**config.mk**
```make
export PLATFORM = sky130hd
export DESIGN_NAME = clk_div_prog
export DESIGN_NICKNAME = d
export VERILOG_FILES = /design/src/rtl/clk_div_pkg.sv /design/src/rtl/clk_div_cfg.sv /design/src/rtl/clk_div_prog.sv
export SDC_FILE = /design/constraint.sdc
export NUM_CORES = 1
export LEC_CHECK = 0
export CAP_MARGIN = 25
export CORE_MARGIN = 2
export CORE_UTILIZATION = 25
export CTS_CLUSTER_DIAMETER = 80
export DETAILED_ROUTE_END_ITERATION = 16
export HOLD_SLACK_MARGIN = 0.12
export PLACE_DENSITY = 0.37
export SLEW_MARGIN = 20
export SYNTH_ARGS = -nofsm -noshare
export SYNTH_HDL_FRONTEND = slang
export SYNTH_SLANG_ARGS = --single-unit
```
**constraint.sdc**
```tcl
create_clock -name CLK -period 8.6 [get_ports CLK]
set_input_delay 2.15 -clock CLK [delete_from_list [all_inputs] [get_ports CLK]]
set_output_delay 2.15 -clock CLK [all_outputs]
set_load 0.1 [all_outputs]
```
**src/rtl/clk_div_pkg.sv**
```systemverilog
// Shared types and default configuration for the programmable clock divider.
package clk_div_pkg;

  typedef enum logic [1:0] {
    StIdle,
    StRun,
    StStopping
  } state_e;

  localparam int unsigned DefW       = 16;
  localparam int unsigned DefDivRst  = 50;
  localparam int unsigned DefHighRst = 25;

endpackage

```
**src/rtl/clk_div_cfg.sv**
```systemverilog
// Clamps a requested divisor/high-time pair into a legal configuration and
// flags, one cycle later, any accepted load that needed clamping.
module clk_div_cfg
  import clk_div_pkg::*;
#(
  parameter int unsigned W = DefW
) (
  input  logic         clk_i,
  input  logic         rst_i,
  input  logic         load_i,
  input  logic [W-1:0] div_i,
  input  logic [W-1:0] high_i,
  output logic [W-1:0] div_o,
  output logic [W-1:0] high_o,
  output logic         clamp_o
);

  logic clamped;
  logic clamp_q, clamp_d;

  always_comb begin
    clamped = 1'b0;
    div_o   = div_i;
    if (div_i < W'(2)) begin
      div_o   = W'(2);
      clamped = 1'b1;
    end
    // High time is bounded by the already-clamped divisor.
    high_o = high_i;
    if (high_i == '0) begin
      high_o  = W'(1);
      clamped = 1'b1;
    end else if (high_i >= div_o) begin
      high_o  = div_o - W'(1);
      clamped = 1'b1;
    end
    clamp_d = load_i && clamped;
  end

  always_ff @(posedge clk_i) begin
    if (rst_i) begin
      clamp_q <= 1'b0;
    end else begin
      clamp_q <= clamp_d;
    end
  end

  assign clamp_o = clamp_q;

endmodule

```
**src/rtl/clk_div_prog.sv**
```systemverilog
// Programmable clock divider with glitch-free reconfiguration at period
// boundaries and a graceful stop that always completes the current period.
module clk_div_prog
  import clk_div_pkg::*;
#(
  parameter int unsigned W        = DefW,
  parameter int unsigned DIV_RST  = DefDivRst,
  parameter int unsigned HIGH_RST = DefHighRst
) (
  input  logic         CLK,
  input  logic         RST,
  input  logic         EN,
  input  logic         LOAD,
  input  logic [W-1:0] DIV_IN,
  input  logic [W-1:0] HIGH_IN,
  output logic         CLK_OUT,
  output logic         TICK,
  output logic         PEND,
  output logic         CLAMP,
  output logic         RUNNING
);

  if (DIV_RST < 2 || HIGH_RST < 1 || HIGH_RST >= DIV_RST) begin : gen_bad_rst_cfg
    $error("clk_div_prog: DIV_RST/HIGH_RST violate the clamp rules");
  end

  state_e       state_q, state_d;
  logic [W-1:0] cnt_q, cnt_d;
  logic [W-1:0] div_act_q, div_act_d, high_act_q, high_act_d;
  logic [W-1:0] div_sh_q, div_sh_d, high_sh_q, high_sh_d;
  logic         pend_q, pend_d;
  logic         clk_out_q, clk_out_d;
  logic         tick_q, tick_d;
  logic [W-1:0] div_cl, high_cl;
  logic         boundary;
  logic         run_d;

  clk_div_cfg #(
    .W(W)
  ) u_cfg (
    .clk_i  (CLK),
    .rst_i  (RST),
    .load_i (LOAD),
    .div_i  (DIV_IN),
    .high_i (HIGH_IN),
    .div_o  (div_cl),
    .high_o (high_cl),
    .clamp_o(CLAMP)
  );

  assign boundary = (state_q != StIdle) && (cnt_q == div_act_q - W'(1));

  always_comb begin
    state_d    = state_q;
    cnt_d      = cnt_q;
    div_act_d  = div_act_q;
    high_act_d = high_act_q;
    div_sh_d   = div_sh_q;
    high_sh_d  = high_sh_q;
    pend_d     = pend_q;

    unique case (state_q)
      StIdle: begin
        cnt_d = '0;
        if (EN) state_d = StRun;
      end
      StRun, StStopping: begin
        if (boundary) begin
          cnt_d   = '0;
          state_d = EN ? StRun : StIdle;
        end else begin
          cnt_d   = cnt_q + W'(1);
          state_d = EN ? StRun : StStopping;
        end
      end
      default: state_d = StIdle;
    endcase

    if (boundary && pend_q) begin
      div_act_d  = div_sh_q;
      high_act_d = high_sh_q;
      pend_d     = 1'b0;
    end

    // A load in IDLE or in the boundary cycle lands directly in the next period.
    if (LOAD) begin
      div_sh_d  = div_cl;
      high_sh_d = high_cl;
      if (state_q == StIdle || boundary) begin
        div_act_d  = div_cl;
        high_act_d = high_cl;
        pend_d     = 1'b0;
      end else begin
        pend_d = 1'b1;
      end
    end

    run_d     = (state_d != StIdle);
    clk_out_d = run_d && (cnt_d < high_act_d);
    tick_d    = run_d && (cnt_d == '0);
  end

  always_ff @(posedge CLK) begin
    if (RST) begin
      state_q    <= StIdle;
      cnt_q      <= '0;
      div_act_q  <= W'(DIV_RST);
      high_act_q <= W'(HIGH_RST);
      div_sh_q   <= W'(DIV_RST);
      high_sh_q  <= W'(HIGH_RST);
      pend_q     <= 1'b0;
      clk_out_q  <= 1'b0;
      tick_q     <= 1'b0;
    end else begin
      state_q    <= state_d;
      cnt_q      <= cnt_d;
      div_act_q  <= div_act_d;
      high_act_q <= high_act_d;
      div_sh_q   <= div_sh_d;
      high_sh_q  <= high_sh_d;
      pend_q     <= pend_d;
      clk_out_q  <= clk_out_d;
      tick_q     <= tick_d;
    end
  end

  assign CLK_OUT = clk_out_q;
  assign TICK    = tick_q;
  assign PEND    = pend_q;
  assign RUNNING = (state_q != StIdle);

endmodule

```
==> results of run 1 <==
## final cells by class
cell class                 count  share of cell area [%]
clock buffer                   9                    3.27
sequential                    86                    25.0
multi-input combinational    554                    56.3
inverter                      30                    1.63
tap                          319                    5.79
timing repair buffer          48                    6.54
clock inverter                 7                    1.49
## power by group through the flow
stage	sequential, W	clock [W]	combinational, W
final	0.000467	0.000439	0.000332
after global placement	0.000475	0	0.000331
after global routing	0.000472	0.000472	0.000366
after CTS	0.000467	0.000455	0.000335
after detailed placement	0.000476	0	0.000333
after floorplan	0.000480	0	0.000221
## routing by layer
| metal | global-route usage (%) | wire length, um | up-vias |
|---|---|---|---|
| met2 | 25.8 | 8680 | 150 |
| met5 | 0 | 0 | - |
| met4 | 6.88 | 527 | 0 |
| met3 | 3.53 | 922 | 23 |
| met1 | 22.4 | 9680 | 2604 |
| li1 | - | - | 2648 |
## cells by family after synthesis
group | after synthesis | synth area share, %
AO/OA/AOI/OAI | 164 | 19.3
multiplexers | 78 | 13.6
buffers and inverters | 77 | 5.38
flip-flops | 86 | 29.1
AND/OR/NAND/NOR | 244 | 20.2
XOR/XNOR | 32 | 4.74
adder cells (fa/ha/maj) | 36 | 7.62
## how the worst max path moves through the flow
stage | from | endpoint | slack [ps] | cells past startpoint
6_report | DIV_IN[8] | CLK_OUT | 1180 | 23
3_3_place_gp | DIV_IN[8] | CLK_OUT | 1030 | 23
5_1_grt | DIV_IN[8] | CLK_OUT | 790 | 23
4_1_cts | DIV_IN[8] | CLK_OUT | 1200 | 23
2_1_floorplan | DIV_IN[8] | CLK_OUT | 2000 | 23
3_5_place_dp | DIV_IN[8] | CLK_OUT | 850 | 23
## sequential cells by signal, indices dropped and copies added, names as in the netlist
name and flops:
high_sh_q 16, u_cfg.clamp_o 1, high_act_q 16, state_q 2, cnt_q 16, TICK 1, CLK_OUT 1, div_sh_q 16
div_act_q 16, PEND 1
## Yosys cell counts, types with 3 or more instances
cell	n
dfxtp_1	86
nor2_1	77
mux2i_1	61
nand2_1	56
a211oi_1	44
clkbuf_1	37
ha_1	36
a21oi_1	31
inv_1	30
o21ai_0	26
xnor2_1	22
nor3_1	19
a21o_1	18
nand3_1	16
or3_1	14
nor4_1	11
xor2_1	10
mux2_1	9
nand4_1	9
mux2_2	8
and3_1	6
nor2b_1	6
buf_2	5
nand2b_1	5
or4_1	5
a2111oi_0	4
a31oi_1	4
and2_1	4
nand3b_1	4
o211ai_1	4
o31ai_1	4
a311oi_1	3
and4_1	3
nand4b_1	3
## through the flow
step                      instance area [um^2]  util, %
after floorplan                           5910        -
after global placement                    6560     28.1
after detailed placement                  6560     28.1
after CTS                                 6880     29.5
after global routing                      6890     29.5
final                                     6890     29.5
## worst register-to-register path, stage by stage, from the launching register on
cell and delay (ps):
dfxtp_1 400, or4_4 580, or3_1 380, a2111o_1 470, a2111oi_4 550, nand4_2 700
mux2_1 570, mux2i_1 200, ha_1 290, a21o_1 170, a21o_1 180, a21o_1 180
a21o_1 170, a21o_1 170, a21o_1 170, a221o_1 290, a211oi_1 160
==> summary.md, run 1 <==
| Metric | Value |
|---|---|
| Top_reg_cell synth | dfxtp_1 |
| Syn avg cell area | 8.24 um^2 |
| Num Clock Sinks | 86 |
| Synth unique cells | 62 |
| Final-layout fill cell count | 2469 |
| Share of layout cells above drive strength 1 | 5.72% |
| Vias in the first global route | 5404 |
| Cts bufs inserted | 9 |
| Final min period | 7420 ps |
| Worst Tran Pin Value | 978 ps |
| Seq pwr share | 37.7% |
| Worst skew pair latency | 350 ps |
| Die Width | 158 um |
| Reg area | 1720 um^2 |
| Largest net degree at the start of global routing | 72 |
| Kind of critical path | in2reg |
| Final Power | 0.00124 W |
| Yosys top cell area share | 29.1% |
| EDFF count, synth | 0 |
| Reg2reg end | CLK_OUT |
| Worst IR Drop VDD | 0.0856 mV |
| Grt ovf | 0 |
| Pins Over Slew Limit | 0 |
| Post-CTS Hold Buffers | 0 |
| Worst Hold Launch | high_sh_q[15] |
| Ports | 41 |
| Synthesized net count | 789 |
| Logic pwr share | 26.8% |
| Placed cells | 1037 |
| Height of the die | 158 um |
| CP peak stage delay | 510 ps |
| CP delay by family, top | compound AO/OA/AOI/OAI gates |
| R2r worst-path depth | 16 |
| P_int | 0.000822 W |
| Worst path slowest cell | clkdlybuf4s50_1 |
| Initial antenna violation count | 0 |
| Post-synthesis sequential area ratio | 29.1% |
| Post-cts gate resize count | 0 |
| Clock root cell | clkbuf_16 |
| Synth Instances | 717 |
| Antenna viol nets, final | 0 |
| CTS tree | built |
| Worst setup EP type | register |
| Final worst-path cycle share | 86.3% |
| Req. time, crit path | 8860 ps |
| # port buffers | 40 |
| Area leader, netlist | dfxtp_1 |
| Final Instance Count excl. Fillers | 1053 |
| H-tree depth | 3 |
| Setup slack after layout | 1180 ps |
| Starting density of the core | 25.3% |
| Worst hold path type | reg2reg |
| Initial detailed-routing violation count | 325 |
| P per Cell Area | 180 nW/um^2 |
| Final GP Congestion | 0.918 |
| Sw frac | 33.6% |
| Crit path max fanout | 15 |
| WHS | 471 ps |
| Worst rel slew slack | 34.6% |
| DRT Pass-1 Iters | 4 |
| Fin. Hold Viols | 0 |
| Yosys Warn Count | 0 |
| Flop and latch count out of synthesis | 86 |
| Min-Delay Path Depth | 2 |
| CTS clk-pin slew, worst paths | 70 ps |
| Clk_skew | 11.7 ps |
| Leakage | 2.96 nW |
| Vias post-DR | 5425 |
| Worst-path cell chain | clkdlybuf4s50_1 > or3_1 > nand4b_1 > nand4b_1 > nand2_1 > inv_1 > ha_1 > nand2b_1 > a21oi_1 > o21ai_0 > a31o_2 > a21o_1 > a211oi_1 > mux2i_1 > ha_1 > a21o_1 > a21o_1 > a21o_1 > a21o_1 > a21o_1 > a21o_1 > a221o_1 > a211oi_1 |
| Commonest non-fill, non-tap cell in the layout | dfxtp_1 |
| Core region area | 23300 um^2 |
| Num rows | 56 |
| Die area | 24900 um^2 |
| R2r setup slk | 2900 ps |
| Pre-CTS setup slack | 849 ps |
| Status | complete, no violations |
| Postcts setup bufs | 0 |
| Final WL | 19.8 mm |
| Global-route wire length before repair | 31.2 mm |
| ANT cells | 0 |
| Area Growth Syn to Fin | 16.6% |
| RSZ-0062 raised after global routing | no |
| Area contributors post-synth | dfxtp_1 (29%), mux2i_1 (10%), ha_1 (7.6%), a211oi_1 (5.6%), nor2_1 (4.9%) |
| Vias per inst | 5.15 |
| Most frequent cells in the layout | dfxtp_1 (86), nor2_1 (77), mux2i_1 (61) |
| Switching power | 0.000417 W |
| Startpoint Class | input port |
| CP dominant cell by count | a21o_1 |
| Setup TNS | 0 ps |
| Max Cap Viol | 0 |
| All-Layer GR Usage | 16.7% |
| FMAX | 135 MHz |
| Power share of the clock group | 35.5% |
| Mapped cell area | 5910 um^2 |
| CP arrival | 7680 ps |
| DP HPWL | 15.1 mm |
| Asr flop ratio synth | 0% |
| # setup viols final | 0 |
| Worst hold endpoint | high_sh_q[15] |
| Clock Tree Buf Depth | 2 |
| DRC | 0 |
| Multi-input logic area | 3880 um^2 |
| Final net count | 801 |
| WL per Instance | 18.8 um |
| Reg2reg start | div_act_q[10] |
| WP buf/inv | 2 |
Note: power is estimated with default switching activity, not from simulation.
==> run 2, diff against run 1 <==
- clock period: 8.6 -> 9.21 ns (I/O delays scaled with it)
==> run 2 against run 1 <==
- first-iteration DRC count is 11% lower
- clock-buffer cell count did not move
- register-to-register slack improved by 940 ps
- clock power shrank 12%
- critical path depth did not move
- wire length shrank 1.6%
- die area unchanged
- non-clock buffer count up 1
- sequential share of layout area up 0.087 points
- worst hold slack worse by 3.2 ps
- global-route usage shrank 0.49 points
==> summary.md, run 2 (synthesis gave the netlist of run 1 again) <==
| Metric | Value |
|---|---|
| Min-Delay Path Depth | 2 |
| Worst rel slew slack | 34.4% |
| Commonest non-fill, non-tap cell in the layout | dfxtp_1 |
| CTS tree | built |
| Initial detailed-routing violation count | 289 |
| Vias per inst | 5.12 |
| Final GP Congestion | 0.912 |
| Starting density of the core | 25.3% |
| Status | complete, no violations |
| R2r setup slk | 3840 ps |
| Final Cell Area | 6870 um^2 |
| Post-CTS Hold Buffers | 0 |
| Cts bufs inserted | 9 |
| Postcts setup bufs | 0 |
| # setup viols final | 0 |
| Clk_skew | 8.86 ps |
| WL per Instance | 18.5 um |
| Num rows | 56 |
| CTS clk-pin slew, worst paths | 70 ps |
| Final-layout fill cell count | 2465 |
| Clock root cell | clkbuf_16 |
| Final WL | 19.5 mm |
| DRT Pass-1 Iters | 4 |
| Placed cells | 1037 |
| Leakage | 2.95 nW |
| FMAX | 132 MHz |
| Vias post-DR | 5396 |
| Worst IR Drop VDD | 0.0754 mV |
| Pins Over Slew Limit | 0 |
| Share of layout cells above drive strength 1 | 5.58% |
| WHS | 467 ps |
| Worst hold path type | reg2reg |
| Initial antenna violation count | 0 |
| Area post-placement | 6560 um^2 |
| Largest net degree at the start of global routing | 72 |
| DP HPWL | 14.7 mm |
| Kind of critical path | in2reg |
| Final min period | 7580 ps |
| Worst skew pair latency | 350 ps |
| Die Width | 158 um |
| Area Growth Syn to Fin | 16.2% |
| RSZ-0062 raised after global routing | no |
| Final Instance Count excl. Fillers | 1054 |
| Die area | 24900 um^2 |
| Worst Tran Pin Value | 981 ps |
| Max Cap Viol | 0 |
| Reg2reg start | div_act_q[10] |
| Post-cts gate resize count | 0 |
| Final worst-path cycle share | 82.3% |
| DRC | 0 |
| # port buffers | 40 |
| All-Layer GR Usage | 16.2% |
| ANT cells | 0 |
| Reg2reg end | CLK_OUT |
| H-tree depth | 3 |
| Worst Hold Launch | high_sh_q[15] |
| Vias in the first global route | 5306 |
| Fin. Hold Viols | 0 |
| Crit path max fanout | 15 |
| Clock Tree Buf Depth | 2 |
| Global-route wire length before repair | 30.6 mm |
| R2r worst-path depth | 18 |
| Ports | 41 |
| Antenna viol nets, final | 0 |
| Startpoint Class | input port |
| Setup TNS | 0 ps |
| Grt ovf | 0 |
| Core region area | 23300 um^2 |
| CP arrival | 7840 ps |
| Height of the die | 158 um |
| Worst hold endpoint | high_sh_q[15] |
| Worst setup EP type | register |
| Req. time, crit path | 9470 ps |
| P per Cell Area | 165 nW/um^2 |
| Final net count | 802 |
| Most frequent cells in the layout | dfxtp_1 (86), nor2_1 (77), mux2i_1 (61) |
| Num Clock Sinks | 86 |
## run 2: where the power goes
group,switching [W],internal [W]
registers,0.0000321,0.000404
clock network,0.000171,0.000215
logic,0.000187,0.000122
total,0.000390,0.000741
## run 2: area by class of cell
type	count	area, um^2	area share (%)
multi-input combinational	554	3870	56.4
sequential	86	1720	25.1
timing repair buffer	49	454	6.62
tap	319	399	5.81
clock buffer	9	225	3.28
inverter	30	113	1.64
clock inverter	7	81.3	1.18
## run 2: how the worst max path moves through the flow
stage	to	startpoint
floorplan	CLK_OUT	DIV_IN[8]
global placement	CLK_OUT	DIV_IN[8]
detailed placement	CLK_OUT	DIV_IN[8]
CTS	CLK_OUT	DIV_IN[8]
global route	CLK_OUT	DIV_IN[8]
finish	CLK_OUT	DIV_IN[8]
## run 2: per-layer routing
layer / GRT usage (%) / share of wire, %
met1: 22.2 / 49
met2: 24.8 / 43
met3: 2.93 / 4.7
met4: 6.88 / 3.4
met5: 0 / 0
## run 2: per-stage QoR
step / utilization (%) / setup slack [ps] / total power, W
global placement: 28.1 / 1470 / 0.000751
CTS: 29.4 / 1660 / 0.00115
detailed placement: 28.1 / 1320 / 0.000754
global route: 29.4 / 1360 / 0.00120
finish: 29.4 / 1630 / 0.00113
floorplan: - / 2450 / 0.000654
## run 2: critical path, stage by stage
cell             delay, ps
clkdlybuf4s50_1        520
or3_1                  480
nand4b_1               260
nand4b_1               310
nand2_1                180
inv_1                   90
ha_1                   270
nand2b_1               140
a21oi_1                140
o21ai_0                 90
a31o_2                 310
a21o_1                 370
a211oi_1               400
mux2i_1                170
ha_1                   330
a21o_1                 170
a21o_1                 170
a21o_1                 170
a21o_1                 170
a21o_1                 170
a21o_1                 170
a221o_1                290
a211oi_1               160
